[src/rtl/hazard_unit.sv]
// hazard_unit: ID-stage hazard controller. Drives the decoder bubble and the
// PC / IF-ID write enables, inserting stalls for load-use and JR dependencies
// and squash cycles for jumps and branches.
module hazard_unit #(
  parameter bit JR_STALL_EN = 1'b1
) (
  input  logic       CLK,
  input  logic       Reset_L,
  input  logic [5:0] Opcode,
  input  logic [5:0] FuncCode,
  input  logic [4:0] Rs,
  input  logic [4:0] Rt,
  input  logic       Jump,
  input  logic       Branch,
  input  logic       Jr,
  input  logic       ID_EX_MemRead,
  input  logic       ID_EX_RegWrite,
  input  logic [4:0] ID_EX_WriteReg,
  input  logic       BranchTaken,
  output logic       Bubble,
  output logic       PCWrite,
  output logic       IFIDWrite,
  output logic [2:0] HazState
);

  localparam int unsigned StateW = 3;
  localparam int unsigned RegW   = 5;
  localparam int unsigned OpW    = 6;

  localparam logic [OpW-1:0] OpRType = 6'b000000;
  localparam logic [OpW-1:0] OpJ     = 6'b000010;
  localparam logic [OpW-1:0] OpJal   = 6'b000011;
  localparam logic [OpW-1:0] OpBeq   = 6'b000100;
  localparam logic [OpW-1:0] OpLui   = 6'b001111;
  localparam logic [OpW-1:0] OpSw    = 6'b101011;

  localparam logic [OpW-1:0] FnSll   = 6'b000000;
  localparam logic [OpW-1:0] FnSrl   = 6'b000010;
  localparam logic [OpW-1:0] FnSra   = 6'b000011;

  localparam logic [StateW-1:0] NoHazard = 3'd0;
  localparam logic [StateW-1:0] Jump0    = 3'd1;
  localparam logic [StateW-1:0] Branch0  = 3'd2;
  localparam logic [StateW-1:0] Branch1  = 3'd3;

  logic [StateW-1:0] state_q;
  logic [StateW-1:0] state_d;

  logic is_rtype;
  logic is_shift;
  logic uses_rs;
  logic uses_rt;
  logic ex_dst_nz;
  logic load_use;
  logic jr_haz;
  logic stall;

  // Which source fields the ID instruction actually reads
  always_comb begin
    is_rtype = (Opcode == OpRType);
    is_shift = is_rtype &&
               ((FuncCode == FnSll) || (FuncCode == FnSrl) || (FuncCode == FnSra));
    uses_rs  = !((Opcode == OpJ) || (Opcode == OpJal) || (Opcode == OpLui) || is_shift);
    uses_rt  = is_rtype || (Opcode == OpBeq) || (Opcode == OpSw);
  end

  // Dependency checks against the EX-stage destination; $0 never stalls
  always_comb begin
    ex_dst_nz = (ID_EX_WriteReg != RegW'(0));
    load_use  = ID_EX_MemRead && ex_dst_nz &&
                ((uses_rs && (ID_EX_WriteReg == Rs)) ||
                 (uses_rt && (ID_EX_WriteReg == Rt)));
    jr_haz    = JR_STALL_EN && Jr && ID_EX_RegWrite && ex_dst_nz &&
                (ID_EX_WriteReg == Rs);
    stall     = load_use || jr_haz;
  end

  // State register; reset aborts any squash sequence
  always_ff @(posedge CLK or negedge Reset_L) begin
    if (!Reset_L) begin
      state_q <= NoHazard;
    end else begin
      state_q <= state_d;
    end
  end

  // Next-state: stall beats branch, branch beats jump; flags ignored mid-sequence
  always_comb begin
    state_d = NoHazard;
    case (state_q)
      NoHazard: begin
        if (stall) begin
          state_d = NoHazard;
        end else if (Branch) begin
          state_d = Branch0;
        end else if (Jump) begin
          state_d = Jump0;
        end else begin
          state_d = NoHazard;
        end
      end
      Jump0:   state_d = NoHazard;
      Branch0: state_d = Branch1;
      Branch1: state_d = NoHazard;
      default: state_d = NoHazard;
    endcase
  end

  // Outputs from state and inputs; reset forces the stalled pattern at once
  always_comb begin
    Bubble    = 1'b0;
    PCWrite   = 1'b1;
    IFIDWrite = 1'b1;
    case (state_q)
      Jump0: begin
        Bubble    = 1'b1;
        PCWrite   = 1'b1;
        IFIDWrite = 1'b1;
      end
      Branch0: begin
        Bubble    = 1'b1;
        PCWrite   = BranchTaken;
        IFIDWrite = 1'b0;
      end
      Branch1: begin
        Bubble    = 1'b1;
        PCWrite   = 1'b1;
        IFIDWrite = 1'b1;
      end
      default: begin
        // NO_HAZARD, and illegal encodings behave like NO_HAZARD
        if (stall) begin
          Bubble    = 1'b1;
          PCWrite   = 1'b0;
          IFIDWrite = 1'b0;
        end else if (Branch) begin
          Bubble    = 1'b0;
          PCWrite   = 1'b0;
          IFIDWrite = 1'b0;
        end else if (Jump) begin
          Bubble    = 1'b0;
          PCWrite   = 1'b1;
          IFIDWrite = 1'b0;
        end
      end
    endcase
    if (!Reset_L) begin
      Bubble    = 1'b1;
      PCWrite   = 1'b0;
      IFIDWrite = 1'b0;
    end
  end

  // Debug view of the current state, zero while in reset
  always_comb begin
    HazState = Reset_L ? state_q : NoHazard;
  end

endmodule

[config.mk]
export PLATFORM = sky130hd
export DESIGN_NAME = hazard_unit
export DESIGN_NICKNAME = d
export VERILOG_FILES = /design/src/rtl/hazard_unit.sv
export SDC_FILE = /design/constraint.sdc
export NUM_CORES = 1
export LEC_CHECK = 0
export ABC_CLOCK_PERIOD_IN_PS = 1900
export CAP_MARGIN = 20
export CELL_PAD_IN_SITES_DETAIL_PLACEMENT = 0
export CELL_PAD_IN_SITES_GLOBAL_PLACEMENT = 1
export CORE_AREA = 2 2 62 49
export DETAILED_ROUTE_END_ITERATION = 10
export DIE_AREA = 0 0 64 51
export PLACE_DENSITY = 0.69
export SKIP_CTS_REPAIR_TIMING = 1
export SLEW_MARGIN = 20
export SYNTH_ARGS = -nofsm -noshare
export SYNTH_HDL_FRONTEND = slang
export SYNTH_SLANG_ARGS = --single-unit
[constraint.sdc]
create_clock -name CLK -period 1.9 [get_ports CLK]
set_clock_uncertainty 0.1 [all_clocks]
set_input_delay 0.285 -clock CLK [delete_from_list [all_inputs] [get_ports CLK]]
set_output_delay 0.285 -clock CLK [all_outputs]
set_load 0.01 [all_outputs]
==> out/qor.csv <==
metric,value,unit
status,"finished, violations left",
failed_checks,negative setup slack,
p_sw_share,33.3,%
critPathLaunchType,primary input,
clk_pin_slew_worst_paths,30,ps
synth_xor_area_share,23.1,%
yosys.area_share.simple,32.7,%
critical_path.cell_chain,"buf_8, or3_4, o31a_1, a31oi_2, o21ai_2, buf_4, o211ai_1, buf_2",
max_stage_delay,370,ps
clkPwrFrac,19.0,%
hold_class,in2async,
fillCellCount,287,
maxCapViolations,0,
critPathMaxFanout,4,
cts_tree,built,
via_per_inst,3.92,
drive_gt1_share,31.5,%
port-buffer-count,39,
chipWidth,64,µm
fmax,449,MHz
post-dp-hpwl,1240,µm
p_sw,0.160,mW
drt-initial-drc-count,3,
setup_tns,-1080,ps
finalNetCount,145,
critical_path.top_delay_family,compound AO/OA/AOI/OAI gates,
regMostFlops,state_q,
synth_compound_area_share,26.1,%
synth_top_area_share,18.5,%
grt_max_degree,6,
remaining_drc_errors,0,
antenna_found_initial,0,
utilization,37.3,%
hold_viol,0,
area_delta_synth_final,170,%
cts_root_buf,clkbuf_4,
place_congestion,0.706,
netlist_instances,51,
p_seq_share,18.0,%
cts_buffer_depth,2,
routed_wl,1510,µm
avgSynthCellArea,7.43,µm²
rrSetupSlack,990,ps
p_int,0.320,mW
start_util,13.8,%
chipHeight,51,µm
syn_area,379,µm²
track_usage,8.70,%
ys_types,24,
cts_buffers,3,
leakagePower,0.522,nW
worstSetupEndpointType,primary output,
syn_nets,86,
cpMaxStageDelayCell,or3_4,
rsz0062_at_grt,yes,
routed-via-count,573,
largest_reg_flops,2,
antenna_cells,0,
timing.critical_path.buf_inv,3,
largest_registers,state_q (2),
synth_area_leaders,"xor2_1, dfrtp_1, nor2_1",
synth_top_family_by_area,simple AND/OR/NAND/NOR gates,
grt_pass1_vias,555,
final_max_slew_viol_count,0,
setup_viol,5,
ys_seq_area_share,13.2,%
synth-adder-area-share,0,%
core_area,2740,µm²
crit_type,in2out,
yosysTopAreaCell,xor2_1,
drtAntennaViolNets,0,
power_frac_comb,63.1,%
clock_latency,220,ps
die_area,3260,µm²
grt-ovfl-total,0,
numClockSinks,2,
yosysWarnings,0,
finalCritPeriodShare,117,%
synthMuxAreaShare,0,%
ys_ff_latch,2,
placement_rows,17,
critical_path_required,1510,ps
worst_slack,-326,ps
powerDensity,470,nW/µm²
io_pins,41,
grt_pass1_wl,2310,µm
wire_per_inst,10.3,µm
ir_drop,0.132,mV
firstDrtPassIters,3,
htree_levels,1,
cp.arrival,1840,ps
period_minus_slack,2230,ps
==> worst register-to-register path, delay by kind of cell, from the launching register on <==
| family | cells | cell delay (ps) |
|---|---|---|
| DFF | 1 | 400 |
| AOI/OAI and AO/OA | 1 | 160 |
| and+or+nand+nor | 1 | 150 |
==> power groups by stage <==
stage	combinational (mW)	clock [mW]	sequential, mW
3_5_place_dp	0.308	0	0.0862
3_3_place_gp	0.306	0	0.0853
4_1_cts	0.309	0.0973	0.0861
2_1_floorplan	0.123	0	0.0806
5_1_grt	0.333	0.0998	0.0913
6_report	0.303	0.0911	0.0863
==> path summary, 6_finish.rpt <==
check	depth (start not counted)	from	end
max	8	ID_EX_WriteReg[3]	PCWrite
min	2	Reset_L	state_q[0]
max reg2reg	2	state_q[0]	state_q[1]
min reg2reg	2	state_q[1]	state_q[0]
max in group asynchronous	2	Reset_L	state_q[1]
min in group CLK	2	state_q[1]	state_q[0]
==> logic make-up (layout without fill, tap and decap cells) <==
family	Yosys count	after routing
flip-flops	2	2
AND/OR/NAND/NOR	24	24
AO/OA/AOI/OAI	11	11
buffers and inverters	3	60
XOR/XNOR	10	10
other	1	1
==> stage by stage <==
step	power [mW]	hold WS, ps	cells	worst slack, ps	area, µm²
floorplan	0.203	-111	51	-73.3	384
global route	0.525	368	146	-396	1020
CTS	0.493	326	141	-1110	920
detailed placement	0.394	453	138	-1110	897
global placement	0.391	452	138	-1100	897
finish	0.480	331	146	-326	1020
==> placed cells by master, fill, tap and decap left out, drive strengths merged, types with 2 or more instances in the layout <==
master / count
clkbuf: 5
dlymetal6s2s: 13
o21ai: 3
or3: 2
nor2: 6
o2111ai: 2
inv: 2
nand2: 5
o211ai: 2
clkdlybuf4s50: 21
nand2b: 3
xor2: 8
nor4: 3
buf: 19
xnor2: 2
dfrtp: 2
==> cells in the mapped netlist <==
cell       number
nor2_1          6
buf_4           1
nor3_1          1
nand2b_1        3
xor2_1          8
dfrtp_1         2
o41ai_2         1
o311a_1         1
nand3_1         1
conb_1          1
inv_1           2
o21ai_2         1
nor4_1          3
xnor2_1         2
and2_1          1
and3_1          1
o211ai_1        2
nand2_1         5
o2111ai_1       2
nor4bb_1        1
a31oi_2         1
o21ai_0         2
or3_1           2
o31a_1          1
==> area by class of cell <==
cell class	count	area [µm²]	area share, %
multi-input cells	46	360	35.3
inverters	2	7.51	0.734
flip-flops and latches	2	50.0	4.90
clock buffers	3	22.5	2.20
repair buffers	55	534	52.3
well taps	38	47.5	4.65
==> metal layers <==
layer  GRT usage [%]  routed length [µm]  vias to the layer above
met5               0                   0                        -
met4            4.35                   0                        0
met3            1.32                 101                        0
met2            14.1                 718                       23
met1            11.3                 689                      252
li1                -                   -                      298
Note: power is estimated with default switching activity, not from simulation.
